==> config.mk <==
export PLATFORM = sky130hd
export DESIGN_NAME = lane_scroller
export DESIGN_NICKNAME = d
export VERILOG_FILES = /design/src/rtl/lane_pkg.sv /design/src/rtl/lane_obj.sv /design/src/rtl/lane_scroller.sv
export SDC_FILE = /design/constraint.sdc
export NUM_CORES = 1
export LEC_CHECK = 0
export CAP_MARGIN = 20
export CORE_MARGIN = 2
export CORE_UTILIZATION = 42
export CTS_CLUSTER_DIAMETER = 40
export DETAILED_ROUTE_END_ITERATION = 8
export MAX_ROUTING_LAYER = met4
export SETUP_SLACK_MARGIN = 0.3
export SLEW_MARGIN = 0
export SYNTH_ARGS = -nofsm -noshare
export SYNTH_HDL_FRONTEND = slang
export SYNTH_SLANG_ARGS = --single-unit
export TNS_END_PERCENT = 30
==> constraint.sdc <==
create_clock -name i_clk -period 6.2 [get_ports i_clk]
set_input_delay 1.24 -clock i_clk [delete_from_list [all_inputs] [get_ports i_clk]]
set_output_delay 1.24 -clock i_clk [all_outputs]
set_load 0.03 [all_outputs]
==> src/rtl/lane_pkg.sv <==
// Shared coordinate width and modular position helpers for the obstacle lane.
package lane_pkg;

  localparam int COORD_W = 12;

  // Starting position state of object k on a lane of length len.
  function automatic logic [COORD_W-1:0] init_pos(input int k, input int ix0,
                                                  input int spacing, input int len);
    return COORD_W'((ix0 + k * spacing) % len);
  endfunction

  function automatic logic [COORD_W-1:0] wrap_add(input logic [COORD_W-1:0] s,
                                                  input int step, input int len);
    logic [COORD_W:0] sum;
    sum = {1'b0, s} + (COORD_W+1)'(step);
    if (sum >= (COORD_W+1)'(len)) sum = sum - (COORD_W+1)'(len);
    return sum[COORD_W-1:0];
  endfunction

  function automatic logic [COORD_W-1:0] wrap_sub(input logic [COORD_W-1:0] s,
                                                  input int step, input int len);
    logic [COORD_W:0] dif;
    if ({1'b0, s} < (COORD_W+1)'(step))
      dif = {1'b0, s} + (COORD_W+1)'(len) - (COORD_W+1)'(step);
    else
      dif = {1'b0, s} - (COORD_W+1)'(step);
    return dif[COORD_W-1:0];
  endfunction

endpackage

==> src/rtl/lane_obj.sv <==
// One obstacle: position register, modular step with wrap flag, and the
// combinational pixel-hit and player-overlap terms against the current position.
module lane_obj
  import lane_pkg::*;
#(
  parameter logic [COORD_W-1:0] INIT = '0,
  parameter int H_WIDTH  = 20,
  parameter int H_HEIGHT = 15,
  parameter int IY       = 240,
  parameter int STEP     = 1,
  parameter int L        = 680
) (
  input  logic               i_clk,
  input  logic               i_rst,
  input  logic               i_step,
  input  logic               i_dir,
  input  logic [COORD_W-1:0] i_px,
  input  logic [COORD_W-1:0] i_py,
  input  logic [COORD_W-1:0] i_fx1,
  input  logic [COORD_W-1:0] i_fx2,
  input  logic [COORD_W-1:0] i_fy1,
  input  logic [COORD_W-1:0] i_fy2,
  output logic [COORD_W-1:0] o_pos_next,
  output logic               o_wrap,
  output logic               o_hit,
  output logic               o_collide
);

  localparam logic [COORD_W:0]   W2     = (COORD_W+1)'(2 * H_WIDTH);
  localparam logic [COORD_W-1:0] ROW_LO = COORD_W'(IY - H_HEIGHT);
  localparam logic [COORD_W-1:0] ROW_HI = COORD_W'(IY + H_HEIGHT);

  logic [COORD_W-1:0] pos;
  logic [COORD_W:0]   pos_w;
  logic               wrap_term;

  assign pos_w = {1'b0, pos};

  always_ff @(posedge i_clk) begin
    if (i_rst) pos <= INIT;
    else       pos <= o_pos_next;
  end

  always_comb begin
    wrap_term  = i_dir ? (pos_w + (COORD_W+1)'(STEP) >= (COORD_W+1)'(L))
                       : (pos_w < (COORD_W+1)'(STEP));
    o_pos_next = pos;
    if (i_step) o_pos_next = i_dir ? wrap_add(pos, STEP, L) : wrap_sub(pos, STEP, L);
    o_wrap     = i_step && wrap_term;
  end

  // Column span is [pos-2W, pos-1]; 13-bit sums keep px+2W from overflowing.
  always_comb begin
    o_hit     = ({1'b0, i_px} < pos_w) && ({1'b0, i_px} + W2 >= pos_w) &&
                (i_py >= ROW_LO) && (i_py <= ROW_HI);
    o_collide = ({1'b0, i_fx1} < pos_w) && ({1'b0, i_fx2} + W2 >= pos_w) &&
                (i_fy1 <= ROW_HI) && (i_fy2 >= ROW_LO);
  end

endmodule

==> src/rtl/lane_scroller.sv <==
// Obstacle lane: strobe divider, N_OBJ wrapping obstacles, registered
// left-edge, hit, collide, step and wrap outputs.
module lane_scroller
  import lane_pkg::*;
#(
  parameter int N_OBJ    = 3,
  parameter int H_WIDTH  = 20,
  parameter int H_HEIGHT = 15,
  parameter int IY       = 240,
  parameter int IX0      = 40,
  parameter int SPACING  = 200,
  parameter int STEP     = 1,
  parameter int D_WIDTH  = 640,
  parameter int D_HEIGHT = 480
) (
  input  logic                       i_clk,
  input  logic                       i_rst,
  input  logic                       i_ani_stb,
  input  logic                       i_animate,
  input  logic                       i_dir,
  input  logic [3:0]                 i_period,
  input  logic [COORD_W-1:0]         i_px,
  input  logic [COORD_W-1:0]         i_py,
  input  logic [COORD_W-1:0]         i_fx1,
  input  logic [COORD_W-1:0]         i_fx2,
  input  logic [COORD_W-1:0]         i_fy1,
  input  logic [COORD_W-1:0]         i_fy2,
  output logic [COORD_W*N_OBJ-1:0]   o_left,
  output logic                       o_hit,
  output logic                       o_collide,
  output logic                       o_step,
  output logic                       o_wrap
);

  localparam int L = D_WIDTH + 2 * H_WIDTH;

  if (N_OBJ < 1 || N_OBJ > 8) begin : g_bad_nobj
    $error("lane_scroller: N_OBJ must be 1..8");
  end
  if (SPACING < 2 * H_WIDTH) begin : g_bad_spacing
    $error("lane_scroller: obstacles would overlap");
  end
  if (N_OBJ * SPACING > L) begin : g_bad_fill
    $error("lane_scroller: obstacles do not fit in the lane");
  end
  if (STEP >= L) begin : g_bad_step
    $error("lane_scroller: STEP must be below lane length");
  end
  if (IY - H_HEIGHT < 0 || IY + H_HEIGHT >= D_HEIGHT) begin : g_bad_row
    $error("lane_scroller: row does not fit on screen");
  end

  function automatic logic [COORD_W*N_OBJ-1:0] left_init();
    logic [COORD_W*N_OBJ-1:0] v;
    v = '0;
    for (int k = 0; k < N_OBJ; k++)
      v[COORD_W*k +: COORD_W] = init_pos(k, IX0, SPACING, L) - COORD_W'(2 * H_WIDTH);
    return v;
  endfunction

  logic [3:0]         cnt;
  logic               qual;
  logic               step;
  logic [COORD_W-1:0] pos_next [N_OBJ];
  logic [N_OBJ-1:0]   obj_wrap;
  logic [N_OBJ-1:0]   obj_hit;
  logic [N_OBJ-1:0]   obj_col;
  logic [COORD_W*N_OBJ-1:0] left_next;

  // A qualifying strobe with cnt at or past the period is a step; comparing
  // with >= lets a lowered period take effect at the next strobe.
  assign qual = i_animate && i_ani_stb;
  assign step = qual && (cnt >= i_period);

  always_ff @(posedge i_clk) begin
    if (i_rst)     cnt <= '0;
    else if (step) cnt <= '0;
    else if (qual) cnt <= cnt + 4'd1;
  end

  for (genvar k = 0; k < N_OBJ; k++) begin : g_obj
    lane_obj #(
      .INIT     (init_pos(k, IX0, SPACING, L)),
      .H_WIDTH  (H_WIDTH),
      .H_HEIGHT (H_HEIGHT),
      .IY       (IY),
      .STEP     (STEP),
      .L        (L)
    ) u_obj (
      .i_clk      (i_clk),
      .i_rst      (i_rst),
      .i_step     (step),
      .i_dir      (i_dir),
      .i_px       (i_px),
      .i_py       (i_py),
      .i_fx1      (i_fx1),
      .i_fx2      (i_fx2),
      .i_fy1      (i_fy1),
      .i_fy2      (i_fy2),
      .o_pos_next (pos_next[k]),
      .o_wrap     (obj_wrap[k]),
      .o_hit      (obj_hit[k]),
      .o_collide  (obj_col[k])
    );
  end

  always_comb begin
    left_next = '0;
    for (int k = 0; k < N_OBJ; k++)
      left_next[COORD_W*k +: COORD_W] = pos_next[k] - COORD_W'(2 * H_WIDTH);
  end

  always_ff @(posedge i_clk) begin
    if (i_rst) begin
      o_left    <= left_init();
      o_hit     <= 1'b0;
      o_collide <= 1'b0;
      o_step    <= 1'b0;
      o_wrap    <= 1'b0;
    end else begin
      o_left    <= left_next;
      o_hit     <= |obj_hit;
      o_collide <= |obj_col;
      o_step    <= step;
      o_wrap    <= |obj_wrap;
    end
  end

endmodule

After elaboration in Yosys (flattened, before gate mapping):

Cells that the tools add are included.

* flip-flop bits (word level): 80
* output and inout bits: 40
* bits of input ports: 81
* word-level logic and storage cells: 95

* add/sub/neg operators: 21
* reductions and logical operators: 27
* muxes and demuxes: 15
* $lt $le $gt $ge: 23

Operators by type and width (number)
* 12-bit two-way mux: 12
* 13-bit by 12-bit >= comparator with 1-bit output: 6
* 12-bit < comparator: 6
* 12-bit by 1-bit subtractor with 12-bit output, second input constant: 6
* 12-bit by 1-bit adder with 13-bit output, second input constant: 3
* 13-bit by 10-bit >= comparator with 1-bit output, second input constant: 3
* 12-bit by 10-bit adder with 12-bit output, second input constant: 3
* 12-bit by 1-bit < comparator with 1-bit output, second input constant: 3
* 12-bit by 10-bit subtractor with 12-bit output, second input constant: 3
* 12-bit by 6-bit subtractor with 12-bit output, second input constant: 3
* 12-bit by 6-bit adder with 13-bit output, second input constant: 2
* 12-bit by 8-bit >= comparator with 1-bit output, second input constant: 2
* 12-bit by 8-bit less-or-equal comparator with 1-bit output, second input constant: 2
* 1-bit logical AND: 23
* 3-bit OR reduction: 3
* 4-bit by 1-bit adder with 4-bit output, second input constant: 1
* 4-bit >= comparator: 1
* 1-bit two-way mux: 3
* 2-bit OR reduction: 1

Depth between registers and ports, before layout:

* word-level depth: 6
* gate-level depth with buffers: 15
* mapped depth without buffers: 14

By module:

A second synthesis with hierarchy kept.

* cells, all modules: 1288
* area, all modules: 10029.6 um^2

Modules (own cells, without submodules)
* lane_obj at g_obj[2].u_obj: seq. area each 240.2 um^2, area an instance 2791.4 um^2, cells an instance 373, times used 1
* lane_obj at g_obj[1].u_obj: seq. area each 240.2 um^2, area an instance 2760.1 um^2, cells an instance 372, times used 1
* lane_obj at g_obj[0].u_obj: seq. area each 240.2 um^2, area an instance 2735.1 um^2, cells an instance 360, times used 1
* lane_scroller: seq. area each 880.8 um^2, area an instance 1742.9 um^2, cells an instance 183, times used 1

Worst setup path before layout:

OpenSTA, ideal clock, no wires.

* path type: input -> register
* from: input port i_period[0]
* to: register o_left[23]
* data required time: 6.077 ns
* setup slack: 1.980 ns
* data arrival time: 4.097 ns
* setup time: 0.123 ns
* buffers on the path: 2
* stages: 14
* cell sequence: ha_1 -> nand2b_1 -> a21o_1 -> a211o_1 -> nand2_1 -> clkbuf_1 -> clkbuf_1 -> nor3b_1 -> o21ai_0 -> nand3_1 -> o22ai_1 -> nand2_1 -> nor4bb_1 -> mux2_1

* cells in the longest elaborated chain, start to end: 4

RTL lines
* start, declared: RTL line lane_scroller.sv:21 `input logic [3:0] i_period,`
* 4-bit >= comparator: RTL line lane_scroller.sv:73 `assign step = qual && (cnt >= i_period);`
* 1-bit logical AND: RTL line lane_scroller.sv:73
* 12-bit two-way mux: RTL line lane_obj.sv:48 `if (i_step) o_pos_next = i_dir ? wrap_add(pos, STEP, L) : wrap_sub(pos, STEP, L);`
* 12-bit by 6-bit subtractor with 12-bit output: RTL line lane_scroller.sv:110 `left_next[COORD_W*k +: COORD_W] = pos_next[k] - COORD_W'(2 * H_WIDTH);`
* end signal, assigned: RTL line lane_scroller.sv:115 `o_left <= left_init();`
* end signal, assigned: RTL line lane_scroller.sv:121 `o_left <= left_next;`
* end, declared: RTL line lane_scroller.sv:28 `output logic [COORD_W*N_OBJ-1:0] o_left,`

No other way between the ends.
A chain may end at the register's enable or synchronous reset.

Worst setup path in the final report:

Same ends and word-level chain as after synthesis.

==> results.py <==
metrics = {
    "detailed_routing": {
        "drt-initial-drc-count": 794,
        "drc": 0,
        "drt-pass1-iter-count": 5,
        "wl_per_cell_um": 18.3,
        "routed_wl_um": 27900,
        "avgViaCountPerCell": 5.83,
        "antenna_left": 0,
        "via_count": 8874,
    },
    "layout": {
        "fin_util_pct": 50.2,
        "area_delta_synth_final_pct": 16.6,
        "drive_above_1_share_pct": 5.53,
        "nFillCells": 2101,
        "nets": 1473,
        "final_cells": 1523,
        "antenna_cells": 0,
    },
    "yosys": {
        "ys_warn_count": 0,
        "synth_top_area_share_pct": 20.5,
        "synthCells": 1170,
        "synth.area.top_cells": "ha_1 (20%), dfxtp_1 (16%), xnor2_1 (5.4%)",
        "seq_area_frac_synth_pct": 15.6,
        "dominantRegCellSynth": "dfxtp_1",
        "synthTopCellsByCount": "ha_1 (149), a21oi_1 (90), nor2_1 (79)",
        "avgSynthCellArea_um2": 7.79,
        "synth_area_um2": 9110,
        "synth_most_common_cell": "ha_1",
        "synthArstFlopShare_pct": 0,
        "synth_top_area_cell": "ha_1",
        "synth-edff-count": 0,
        "synth_cell_types": 97,
        "syn-num-nets": 1400,
        "synth_seq_cells": 71,
    },
    "timing": {
        "drv_slew": 0,
        "hold_ws_ns": 0.546,
        "fin_crit_sh_pct": 76.3,
        "tightest_slew_ns": 0.976,
        "setup_violations": 0,
        "min_period_ns": 4.73,
        "clock.fmax_mhz": 211,
        "maxSlewHeadroom_pct": 34.9,
        "final.setup.tns_ns": 0,
        "final_hold_viol_count": 0,
        "rsz0062_at_grt": "no",
        "finClkSkew_ns": 0.00919,
        "setup_ws_ns": 1.47,
    },
    "floorplanning": {
        "die_area_um2": 22900,
        "die_height_um": 151,
        "fp.coreArea_um2": 21200,
        "die_width_um": 151,
        "start_util_pct": 43.1,
        "rows": 53,
        "pin_count": 121,
    },
    "power_and_ir_drop": {
        "ir_drop_mv": 0.135,
        "p_per_area_nw_per_um2": 123,
        "leakage_nw": 4.24,
    },
    "global_routing": {
        "grt_pass1_vias": 8409,
        "grt_max_degree": 68,
        "antenna_found_initial": 0,
        "grt_pass1_wl_um": 44800,
        "grt_overflow_total": 0,
        "track_usage_pct": 25.4,
    },
    "place": {
        "dpl_worst_slack_ns": 1.17,
        "portBuffers": 112,
        "placed_cells": 1507,
        "gp_congestion": 0.931,
        "dp_hpwl_um": 21600,
    },
    "critical_path": {
        "worstPathArrival_ns": 4.97,
        "worstSetupEndpointType": "flip-flop",
        "critPathKind": "in2reg",
        "cp.required_ns": 6.44,
        "critPathLaunchType": "input port",
        "cp_max_fo": 38,
    },
    "clock_tree": {
        "cts.clk_slew.worst_paths_ns": 0.06,
        "cts_max_level": 3,
        "cts_tree": "yes",
        "numCtsBuffers": 9,
        "cts_hold_buf": 0,
        "clock_latency_ns": 0.35,
        "cts_root_buf": "clkbuf_16",
        "clockBufferDepth": 2,
        "post_cts_buffers": 0,
        "clock-sinks": 71,
        "cts_resized": 0,
    },
    "job": {
        "max_cap_violations": 0,
    },
    "hold_path": {
        "worstHoldPathType": "reg2reg",
    },
    "outcome": {
        "status": "finished, final reports clean",
    },
}
## report_power, final
part / internal [mW] / leakage (nW) / switching, mW
combinational: 0.151 / 3.53 / 0.173
sequential: 0.465 / 0.574 / 0.0115
clock: 0.284 / 0.139 / 0.217
total: 0.900 / 4.24 / 0.402
## final timing paths
| path | startpoint | end | slack, ns | depth (start not counted) |
|---|---|---|---|---|
| worst max-delay path | i_period[0] | o_left[23]$_SDFF_PP0_ | 1.47 | 14 |
| worst min-delay path | cnt[3]$_SDFFE_PP0P_ | cnt[3]$_SDFFE_PP0P_ | 0.55 | 2 |
| worst max register to register | g_obj[2].u_obj.pos[0]$_SDFFE_PP0P_ | o_left[31]$_SDFF_PP1_ | 1.63 | 15 |
| worst min register to register | cnt[3]$_SDFFE_PP0P_ | cnt[3]$_SDFFE_PP0P_ | 0.55 | 2 |
## registers in the layout, indices dropped and copies added (netlist names)
| signal | flops |
|---|---|
| o_collide | 1 |
| cnt | 4 |
| o_wrap | 1 |
| o_step | 1 |
| o_hit | 1 |
| g_obj.u_obj.pos | 36 |
| o_left | 27 |
## layout make-up
| class | count | area, um2 | area share (%) |
|---|---|---|---|
| Clock buffer | 10 | 239 | 2.25 |
| Clock inverter | 6 | 43.8 | 0.412 |
| Inverter | 62 | 233 | 2.19 |
| Multi-Input combinational cell | 979 | 7170 | 67.5 |
| Sequential cell | 71 | 1420 | 13.4 |
| Tap cell | 275 | 344 | 3.24 |
| Timing Repair Buffer | 120 | 1170 | 11.0 |
## per-layer routing
metal | part of all wire [%] | up-vias | GRT usage, %
met5 | 0 | - | -
met4 | 2.2 | 0 | 6.87
met3 | 6.0 | 35 | 3.95
met2 | 44 | 303 | 39.8
met1 | 48 | 4033 | 34.2
li1 | - | 4503 | -
## cells in the final DEF, fill, tap and decap left out, types with 13 or more instances in the layout
cell             synthesis  layout
a211oi_1                13      13
a21o_1                  40      40
a21oi_1                 90      90
a31oi_1                 19      19
clkdlybuf4s50_1          0     110
dfxtp_1                 71      71
ha_1                   149     149
inv_1                   56      56
nand2_1                 76      76
nand2b_1                24      24
nand3_1                 40      40
nand4_1                 17      17
nor2_1                  79      78
nor2b_1                 16      16
nor3_1                  34      34
o211ai_1                13      13
o21ai_0                 72      72
xnor2_1                 56      56
## metrics by stage
stage / cell area (um2) / power, mW
after floorplan: 9110 / 0.684
after global placement: 10300 / 0.801
final: 10600 / 1.30
after global routing: 10600 / 1.37
after CTS: 10600 / 1.31
after detailed placement: 10300 / 0.807
## worst max-delay path, cell delays in order
cell	delay [ns]
clkdlybuf4s50_1	0.40
ha_1	0.28
nand2b_1	0.14
a21o_1	0.19
a211o_1	0.34
nand2_1	0.13
buf_4	0.41
o31ai_1	0.13
a22oi_1	0.20
nand3_1	0.14
o22ai_1	0.42
nand2_1	0.22
nor4bb_1	0.36
mux2_1	0.35
## cells by family after synthesis
kind of cell             after synthesis  synth area share (%)
flip-flops                            71                  15.6
multiplexers                          19                  2.22
AND/OR/NAND/NOR                      391                  23.7
buffers and inverters                120                  5.72
XOR/XNOR                              68                  6.62
AO/OA/AOI/OAI                        352                  25.7
adder cells (fa/ha/maj)              149                  20.5
Power figures use the tool's default switching activity.
